**src/rtl/ram_scan_pkg.sv**
```systemverilog
// Shared types for the scan buffer: read-scan modes and controller states.
package ram_scan_pkg;

  typedef enum logic [1:0] {
    MODE_AUTO   = 2'b00,
    MODE_HOLD   = 2'b01,
    MODE_MANUAL = 2'b10
  } scan_mode_t;

  typedef enum logic {
    CLEAR = 1'b0,
    RUN   = 1'b1
  } state_t;

endpackage

```
**src/rtl/edge_sync.sv**
```systemverilog
// Two-flop synchroniser for a board-level level input, plus a one-cycle rising-edge pulse.
module edge_sync (
  input  logic clk,
  input  logic reset,
  input  logic din,
  output logic rise_c
);

  logic sync_1;
  logic sync_2;
  logic prev;

  always_ff @(posedge clk or negedge reset) begin
    if (!reset) begin
      sync_1 <= 1'b0;
      sync_2 <= 1'b0;
      prev   <= 1'b0;
    end else begin
      sync_1 <= din;
      sync_2 <= sync_1;
      prev   <= sync_2;
    end
  end

  assign rise_c = sync_2 & ~prev;

endmodule

```
**src/rtl/ram_scan_buffer.sv**
```systemverilog
// Dual-port scratch memory: key-press write port plus a self-advancing read scanner.
// The memory is cleared by the controller after every reset before traffic is accepted.
module ram_scan_buffer
  import ram_scan_pkg::*;
#(
  parameter int unsigned DATA_W   = 4,
  parameter int unsigned ADDR_W   = 5,
  parameter int unsigned SCAN_DIV = 33554432
) (
  input  logic              clk,
  input  logic              reset,
  input  logic              wr_req,
  input  logic [ADDR_W-1:0] wr_addr,
  input  logic [DATA_W-1:0] wr_data,
  input  logic [1:0]        mode,
  input  logic              step,
  output logic [ADDR_W-1:0] rd_addr,
  output logic [DATA_W-1:0] rd_data,
  output logic              rd_valid,
  output logic              wr_done,
  output logic              busy
);

  localparam int unsigned DEPTH  = 2 ** ADDR_W;
  localparam int unsigned TICK_W = $clog2(SCAN_DIV);

  logic [DATA_W-1:0] mem [DEPTH];

  state_t            state;
  logic [ADDR_W-1:0] ptr;
  logic [TICK_W-1:0] tick;

  logic wr_rise_c;
  logic step_rise_c;
  logic tick_wrap_c;
  logic adv_c;
  logic wr_en_c;

  edge_sync u_wr_sync (
    .clk    (clk),
    .reset  (reset),
    .din    (wr_req),
    .rise_c (wr_rise_c)
  );

  edge_sync u_step_sync (
    .clk    (clk),
    .reset  (reset),
    .din    (step),
    .rise_c (step_rise_c)
  );

  // Scan advance and write enable; mode 2'b11 falls into the hold default.
  always_comb begin
    tick_wrap_c = (tick == TICK_W'(SCAN_DIV - 1));
    adv_c       = 1'b0;
    wr_en_c     = 1'b0;
    if (state == RUN) begin
      wr_en_c = wr_rise_c;
      case (mode)
        MODE_AUTO:   adv_c = tick_wrap_c;
        MODE_MANUAL: adv_c = step_rise_c;
        default:     adv_c = 1'b0;
      endcase
    end
  end

  // Memory has no reset; the CLEAR sweep owns the write port until RUN.
  always_ff @(posedge clk) begin
    if (state == CLEAR) begin
      mem[ptr] <= '0;
    end else if (wr_en_c) begin
      mem[wr_addr] <= wr_data;
    end
  end

  // Controller: clear sweep, then scan and write handshake.
  always_ff @(posedge clk or negedge reset) begin
    if (!reset) begin
      state    <= CLEAR;
      ptr      <= '0;
      tick     <= '0;
      busy     <= 1'b1;
      rd_addr  <= '0;
      rd_data  <= '0;
      rd_valid <= 1'b0;
      wr_done  <= 1'b0;
    end else begin
      wr_done <= wr_en_c;
      case (state)
        CLEAR: begin
          ptr      <= ptr + ADDR_W'(1);
          tick     <= '0;
          rd_addr  <= '0;
          rd_data  <= '0;
          rd_valid <= 1'b0;
          if (ptr == ADDR_W'(DEPTH - 1)) begin
            state <= RUN;
            busy  <= 1'b0;
          end
        end
        RUN: begin
          busy <= 1'b0;
          // Counter only runs in auto, so re-entering auto waits a full period.
          if ((mode == MODE_AUTO) && !tick_wrap_c) begin
            tick <= tick + TICK_W'(1);
          end else begin
            tick <= '0;
          end
          if (adv_c) begin
            rd_addr <= rd_addr + ADDR_W'(1);
          end
          // Read-old on collision; valid drops for the cycle the address moves.
          rd_data  <= mem[rd_addr];
          rd_valid <= ~adv_c;
        end
      endcase
    end
  end

endmodule

```
**config.mk**
```make
export PLATFORM = sky130hd
export DESIGN_NAME = ram_scan_buffer
export DESIGN_NICKNAME = d
export VERILOG_FILES = /design/src/rtl/ram_scan_pkg.sv /design/src/rtl/edge_sync.sv /design/src/rtl/ram_scan_buffer.sv
export SDC_FILE = /design/constraint.sdc
export NUM_CORES = 1
export LEC_CHECK = 0
export ABC_AREA = 1
export ABC_CLOCK_PERIOD_IN_PS = 4800
export CAP_MARGIN = 5
export CORE_MARGIN = 2
export CORE_UTILIZATION = 50
export DETAILED_ROUTE_END_ITERATION = 12
export GPL_ROUTABILITY_DRIVEN = 0
export GPL_TIMING_DRIVEN = 0
export PLACE_DENSITY = 0.67
export SYNTH_ARGS = -nofsm -noshare
export SYNTH_HDL_FRONTEND = slang
export SYNTH_SLANG_ARGS = --single-unit
```
**constraint.sdc**
```tcl
create_clock -name clk -period 4.8 [get_ports clk]
set_input_delay 1.2 -clock clk [delete_from_list [all_inputs] [get_ports clk]]
set_output_delay 1.2 -clock clk [all_outputs]
set_load 0.02 [all_outputs]
```
**Word-level counts from Yosys, hierarchy flattened**

Memory sizes are Yosys's and may differ from the RTL's.
Index checks and enable logic that the tools add are counted.

- Logic and storage cells: 53
- Memories kept: 1
- Register bits after elaboration: 49
- Input bits: 15
- Bits in writable memories: 128
- Output and inout bits: 12

Memory list:

| memory | words | width | rd ports | clocked after memory_dff | wr ports | line | text |
|---|---|---|---|---|---|---|---|
| mem | 32 | 4 | 1 | 0 | 1 | ram_scan_buffer.sv:27 | `logic [DATA_W-1:0] mem [DEPTH];` |

- Bitwise gates (word level): 6
- Add/sub/neg operators: 3
- Equality and inequality tests: 5
- Reduce and logical (&&, ||, !) cells: 4
- Muxes and demuxes: 20

Operators by type and width:

| cell | count |
|---|---|
| one-hot mux 25 bit (2 select lines) | 1 |
| adder 25 x 1 -> 25 bit (second input constant) | 1 |
| equality test 25 bit (second input constant) | 1 |
| two-way mux 25 bit | 1 |
| adder 5 x 1 -> 5 bit (second input constant) | 2 |
| two-way mux 1 bit | 10 |
| two-way mux 5 bit | 2 |
| one-hot mux 5 bit (2 select lines) | 1 |
| one-hot mux 4 bit (2 select lines) | 1 |
| one-hot mux 1 bit (2 select lines) | 3 |
| equality test 5 bit (second input constant) | 1 |
| two-way mux 4 bit | 1 |
| != test 2 x 1 -> 1 bit (second input constant) | 2 |
| NOT 1 bit | 4 |
| OR reduction 4 bit | 1 |
| AND 1 bit | 2 |
| equality test 2 bit (second input constant) | 1 |
| logical NOT 2 bit | 1 |
| logical AND 1 bit | 1 |
| logical NOT 1 bit | 1 |

**Longest topological paths before layout**

Gate-level depths: netlist of the first run.

- Word-level depth: 8
- Gate-level depth with buffers: 11

**Hierarchy**

A second synthesis of the first run with hierarchy kept.

- Cells, all modules: 826
- Area, all modules: 7898.8 um^2

Modules (own cells, without submodules):

| module | area an instance (um^2) | cells each | instances |
|---|---|---|---|
| ram_scan_buffer | 7728.7 | 816 | 1 |
| edge_sync | 85.1 | 5 | 2 |

**Worst setup path before layout of the first run**

Ideal clock, no wire load.

- Kind: input-to-reg
- From: in wr_data[0]
- To: mem mem[0][0] (data pin)
- Data required time: 4.449 ns
- Data arrival time: 2.004 ns
- Path slack: 2.445 ns
- Stages: 2
- Library setup time: 0.351 ns
- Cells stage by stage: inv_1 > nor2_1

- Longest elaborated chain between the ends: 1

Ends and longest elaborated chain:

| item | line | text |
|---|---|---|
| start: declaration | ram_scan_buffer.sv:14 | `input logic [DATA_W-1:0] wr_data,` |
| two-way mux 4 bit (no source line) | - |  |
| end: declaration | ram_scan_buffer.sv:27 |  |

No other way between the ends.

**Final worst setup path of the first run**

- From: reg rd_addr[2]
- To: out rd_addr[2]

RTL lines:

| item | line | text |
|---|---|---|
| start: declaration | ram_scan_buffer.sv:17 | `output logic [ADDR_W-1:0] rd_addr,` |
| start signal: assignment | ram_scan_buffer.sv:111 | `rd_addr <= rd_addr + ADDR_W'(1);` |

No word-level cell between the ends.

==> flow_summary.json, run 1 <==
{
  "fin_ws_ns": 2.00,
  "synthDistinctLibCells": 34,
  "cp_max_fo": 5,
  "rows": 46,
  "cts_tree": "done",
  "die_w_um": 130,
  "antenna_found_initial": 0,
  "synthTopCellsByCount": "nand2_1, edfxtp_1, nor2_1",
  "via_count": 5695,
  "finish.utilization": 0.578,
  "wl_per_cell_um": 16.7,
  "status": "finished clean",
  "dieArea_sq_um": 17000,
  "worst_ep_required_time_ns": 3.60,
  "powerDensity_nw_per_um2": 407,
  "min_path_type": "reg2reg",
  "core-area_sq_um": 15800,
  "p_switching_mw": 1.06,
  "finalCritPeriodShare": 0.584,
  "ys_warn_count": 0,
  "ir_worst_vdd_mv": 0.279,
  "finalMaxSlewViolations": 0,
  "clk_path_buf_depth": 2,
  "numCtsBuffers": 17,
  "switching_share": 0.286,
  "seqPwrFrac": 0.455,
  "yosysMostFrequentCell": "nand2_1",
  "finalHoldViolations": 0,
  "h-tree-depth": 4,
  "finalSetupViolations": 0,
  "dr.pass1.iters": 6,
  "antenna_cells": 0,
  "ys_seq_elements": 177,
  "power_frac_comb": 0.188,
  "initial_core_util": 0.506,
  "crit_family": "buffers and inverters",
  "cts_setup_buffers": 0,
  "highest_layer": "met4",
  "grt_overflow": 0,
  "cpPeakStageDelay_ns": 0.67,
  "clock_sinks": 177,
  "period_needed_ns": 2.80,
  "slew_headroom": 0.426,
  "finalNetCount": 878,
  "routed_wl_um": 18100,
  "start_kind": "register",
  "pre_cts_slack_ns": 1.62,
  "tns_ns": 0,
  "cp_slowest_cell": "clkdlybuf4s50_1",
  "grt_pass1_vias": 5597,
  "yosysTopAreaCellShare": 0.481,
  "worst_setup_path_end_kind": "primary output",
  "cell_internal_pwr_mw": 2.65,
  "tightestPinTransition_ns": 0.860,
  "area_growth_pct": 14.1,
  "grtUsageTotal": 0.229,
  "synth_flop_cell": "edfxtp_1",
  "syn_area_per_cell_sq_um": 9.82,
  "drv_cap": 0,
  "nFillCells": 1361,
  "numPortBuffers": 26,
  "yosysSeqAreaShare": 0.635,
  "insertion_delay_ns": 0.44,
  "wl_met2_um": 8580,
  "drive_above_1_share": 0.109,
  "hold_ws_ns": 0.348,
  "p_clk_frac": 0.357,
  "netlist_area_sq_um": 7990,
  "ctsHoldBuffers": 0,
  "synth_edf_count": 128,
  "met1_length_um": 7980,
  "root_buffer": "clkbuf_16",
  "syn_nets": 832,
  "place_hpwl_um": 12400,
  "netlist_instances": 813,
  "cts.clk_slew.worst_paths_ns": 0.07,
  "fmax_mhz": 357,
  "synthTopCellsByArea": "edfxtp_1, dfrtp_1, nand2_1, nor2_1, nand3_1",
  "p_leak_nw": 3.77,
  "ioPinCount": 27,
  "wl_met3_um": 1200,
  "crit_buf_inv": 1,
  "worst_ep_arrival_time_ns": 1.60,
  "drtAntennaViolNets": 0,
  "grt_pass1_wl_um": 28600,
  "finClkSkew_ns": 0.0114,
  "rsz0062_at_grt": "no",
  "grt_max_degree": 33,
  "die_y_um": 130,
  "worstPathCellList": "clkdlybuf4s50_1",
  "drcViolationCount": 0,
  "drt_iter0_markers": 517,
  "synthArstFlopShare": 0.277,
  "yosys.area.top_type": "edfxtp_1",
  "vias_per_cell": 5.24,
  "crit_type": "reg2out",
  "cts_resized": 0
}
-- sequential cells by signal, summed over array words and instances (netlist names) --
register / count
rd_valid: 1
state: 1
rd_data: 4
u_wr_sync.sync_2: 1
u_step_sync.sync_1: 1
busy: 1
tick: 25
u_wr_sync.prev: 1
mem: 128
ptr: 5
rd_addr: 5
wr_done: 1
u_step_sync.sync_2: 1
u_step_sync.prev: 1
u_wr_sync.sync_1: 1
-- cell type report --
type	count	area [sq um]	share of cell area
Buffer	28	169	0.0185
Clock buffer	20	437	0.0479
Clock inverter	11	116	0.0128
Inverter	82	308	0.0338
Multi-Input combinational cell	526	2470	0.271
Sequential cell	177	5070	0.556
Tap cell	216	270	0.0297
Timing Repair Buffer	27	275	0.0302
-- metal layers --
metal / global-route usage / vias up
met5: 0 / -
li1: - / 2729
met3: 0.0485 / 24
met2: 0.367 / 211
met1: 0.313 / 2731
met4: 0.0832 / 0
-- power by group through the flow --
stage / clock network, mW / registers [mW] / logic, mW
2_1_floorplan: 0 / 1.74 / 0.419
3_3_place_gp: 0 / 1.72 / 0.673
3_5_place_dp: 0 / 1.72 / 0.689
4_1_cts: 1.34 / 1.69 / 0.694
5_1_grt: 1.40 / 1.69 / 0.773
6_report: 1.32 / 1.69 / 0.699
-- path summary, 6_finish.rpt --
check	cells after the start	slack (ns)	to	start
worst max-delay path	1	2.00	rd_addr[2]	rd_addr[2]$_DFFE_PN0P_
worst min-delay path	0	0.35	u_wr_sync.sync_2$_DFF_PN0_	u_wr_sync.sync_1$_DFF_PN0_
worst max register to register	5	2.60	mem[28][3]$_DFFE_PP_	state$_DFF_PN0_
min in group asynchronous	1	0.76	tick[11]$_DFF_PN0_	reset
max in group asynchronous	2	3.48	rd_addr[0]$_DFFE_PN0P_	reset
worst min register to register	0	0.35	u_wr_sync.sync_2$_DFF_PN0_	u_wr_sync.sync_1$_DFF_PN0_
-- through the flow --
| stage | cells | instance area (sq um) | power (mW) |
|---|---|---|---|
| floorplan | 813 | 7990 | 2.16 |
| CTS | 1087 | 9110 | 3.72 |
| global placement | 1055 | 8520 | 2.39 |
| detailed placement | 1056 | 8560 | 2.41 |
| global route | 1087 | 9110 | 3.86 |
| finish | 1087 | 9110 | 3.71 |
-- cell usage in the layout, fill, tap and decap left out, types with 2 or more instances in the layout --
cell	n
nand2_2	6
nor2_2	20
buf_1	2
clkinvlp_4	4
nand2_4	2
edfxtp_1	128
buf_12	3
bufinv_16	2
clkinv_1	3
inv_1	78
xor2_1	14
inv_2	3
buf_2	17
nor3_1	2
or2_2	2
dfrtp_1	48
nor2_4	6
o21ai_2	4
ha_1	4
clkbuf_1	9
nand2_1	230
nand4_1	8
clkbuf_16	17
clkinv_2	2
a21oi_1	9
nand3_2	2
clkdlybuf4s50_1	25
nand3_1	80
o21ai_0	17
nor2_1	103
o21ai_1	5
xnor2_1	8
-- logic make-up (layout without fill, tap and decap cells) --
kind of cell / after synthesis / after routing / synth area share
buf+inv: 110 / 168 / 0.0597
fa+ha+maj: 4 / 4 / 0.00627
xor+xnor: 22 / 22 / 0.0241
simple gates: 464 / 464 / 0.250
flops: 177 / 177 / 0.635
compound gates: 36 / 36 / 0.0248
Note: power is estimated with default switching activity, not from simulation.
==> run 2, diff against run 1 <==
Settings changed: ABC_CLOCK_PERIOD_IN_PS 4800 to 2900.
Clock period 4.8 ns to 2.9 ns, I/O delays scaled along.
==> results of run 2 <==
The final DEF is identical to that of run 1. Status: finished clean.
Main changes from that run: setup slack after placement 1.62 ns -> 0.197 ns; setup slack after layout 2.00 ns -> 0.571 ns; hold slack 0.348 ns -> 0.286 ns; register-to-register setup slack 2.60 ns -> 0.70 ns; total power 3.71 mW -> 6.14 mW; worst IR drop on VDD 0.279 mV -> 0.462 mV
==> run 3, diff against run 2 <==
Settings changed: ABC_CLOCK_PERIOD_IN_PS 2900 to 1900, PLACE_DENSITY 0.67 to 0.7.
Clock period 2.9 ns to 1.9 ns, I/O delays scaled along.
==> flow_summary.json, run 3 (synthesis results as in run 1) <==
{
  "finalSetupViolations": 4,
  "dr.pass1.iters": 5,
  "routed_wl_um": 19000,
  "dieArea_sq_um": 17000,
  "mostFrequentLayoutCell": "nand2_1",
  "status": "finished, violations left",
  "antenna_found_initial": 0,
  "ioPinCount": 27,
  "h-tree-depth": 4,
  "via_count": 5765,
  "tightestPinTransition_ns": 0.853,
  "drtAntennaViolNets": 0,
  "reg.largest.list": "mem: 128 flops, tick: 25 flops",
  "initial_core_util": 0.506,
  "drive_above_1_share": 0.196,
  "core-area_sq_um": 15800,
  "period_needed_ns": 1.91,
  "grt_pass1_wl_um": 28800,
  "worst_ep_arrival_time_ns": 2.03,
  "finalCritPeriodShare": 1.00,
  "drcViolationCount": 0,
  "crit_type": "reg2reg",
  "drv_cap": 0,
  "final_cell_mix": "nand2_1, edfxtp_1, nand3_1",
  "wl_met3_um": 1410,
  "ir_worst_vdd_mv": 0.778,
  "grtUsageTotal": 0.230,
  "powerDensity_nw_per_um2": 1000,
  "wl_met2_um": 9050,
  "rsz0062_at_grt": "yes",
  "antenna_cells": 0,
  "cp_slowest_cell": "dfrtp_1",
  "cts_tree": "done",
  "grt_overflow": 0,
  "clock_sinks": 177,
  "area_growth_pct": 21.8,
  "grt_pass1_vias": 5510,
  "insertion_delay_ns": 0.44,
  "finalNetCount": 888,
  "min_path_type": "reg2reg",
  "timing.critical_path.mode_cell": "nand3_4",
  "numCtsBuffers": 17,
  "wl_per_cell_um": 17.3,
  "finalMaxSlewViolations": 0,
  "rows": 46,
  "cpPeakStageDelay_ns": 0.38,
  "violations": "setup timing",
  "power_mw": 9.76,
  "numPortBuffers": 26,
  "highest_layer": "met4",
  "largest_reg_flops": 128,
  "met1_length_um": 7940,
  "worst_setup_path_end_kind": "register",
  "reg2reg_slack_ns": -0.006,
  "grt_max_degree": 38,
  "crit_family": "simple AND/OR/NAND/NOR gates",
  "fin_ws_ns": -0.00584,
  "finalHoldViolations": 0,
  "die_y_um": 130,
  "clk_path_buf_depth": 2,
  "vias_per_cell": 5.25,
  "cts.clk_slew.worst_paths_ns": 0.07,
  "regMostFlops": "mem",
  "worst_ep_required_time_ns": 2.02,
  "crit_buf_inv": 3,
  "place_hpwl_um": 12300,
  "drt_iter0_markers": 497,
  "worstPathCellList": "inv_2, nand3_4, buf_8, o21ai_2, nand3_4, buf_12, nor2_2",
  "die_w_um": 130,
  "root_buffer": "clkbuf_16",
  "fmax_mhz": 525,
  "cp_max_fo": 8,
  "finClkSkew_ns": 0.0121,
  "fin_cells": 1098,
  "p_leak_nw": 3.98,
  "start_kind": "register",
  "place_inst": 1059,
  "slew_headroom": 0.431
}
==> run 3: power breakdown <==
group / total, mW / internal, mW / switching, mW
combinational: 1.97 / 0.632 / 1.34
sequential: 4.26 / 4.21 / 0.0569
clock: 3.52 / 1.88 / 1.64
==> run 3: worst paths after layout <==
| check | from | endpoint | cells after the start |
|---|---|---|---|
| worst min register to register | u_wr_sync.sync_1$_DFF_PN0_ | u_wr_sync.sync_2$_DFF_PN0_ | 0 |
| max in group asynchronous | reset | busy$_DFFE_PN1P_ | 3 |
| worst min-delay path | u_wr_sync.sync_1$_DFF_PN0_ | u_wr_sync.sync_2$_DFF_PN0_ | 0 |
| worst max register to register | u_wr_sync.prev$_DFF_PN0_ | mem[12][1]$_DFFE_PP_ | 7 |
| min in group asynchronous | reset | rd_addr[0]$_DFFE_PN0P_ | 2 |
| worst max-delay path | u_wr_sync.prev$_DFF_PN0_ | mem[12][1]$_DFFE_PP_ | 7 |
==> run 3: layer usage <==
metal,GRT usage,up-vias
met5,0,-
met4,0.0932,0
met3,0.0574,43
met2,0.362,245
met1,0.309,2732
li1,-,2745
==> run 3: cell type report <==
| class | count | area (sq um) |
|---|---|---|
| fillers | 1263 | 6040 |
| flip-flops and latches | 177 | 5070 |
| multi-input cells | 526 | 2860 |
| clock buffers | 17 | 425 |
| repair buffers | 37 | 422 |
| inverters | 82 | 310 |
| well taps | 216 | 270 |
| plain buffers | 28 | 201 |
| clock inverters | 15 | 166 |
==> run 3: through the flow <==
step	hold slack (ns)	area (sq um)	worst slack, ns	setup TNS (ns)	utilization
2_1_floorplan	0.179	7990	0.105	0	-
3_3_place_gp	0.334	8520	-1.48	-280.44	0.540
3_5_place_dp	0.341	8600	-0.628	-69.08	0.546
4_1_cts	0.357	9450	-0.0122	-0.175	0.599
5_1_grt	0.360	9730	-0.0564	-0.863	0.617
6_report	0.355	9730	-0.00584	-0.0209	0.617
==> run 3: timing repair <==
action / in CTS / in global routing
buffers inserted: 1 / 4
hold endpoints to repair: 12 / 0
endpoints found under the setup margin: 138 / 137
pin swaps: 4 / 8
resized for setup: 77 / 61
hold buffers: 1 / 0
cloned: 0 / 1
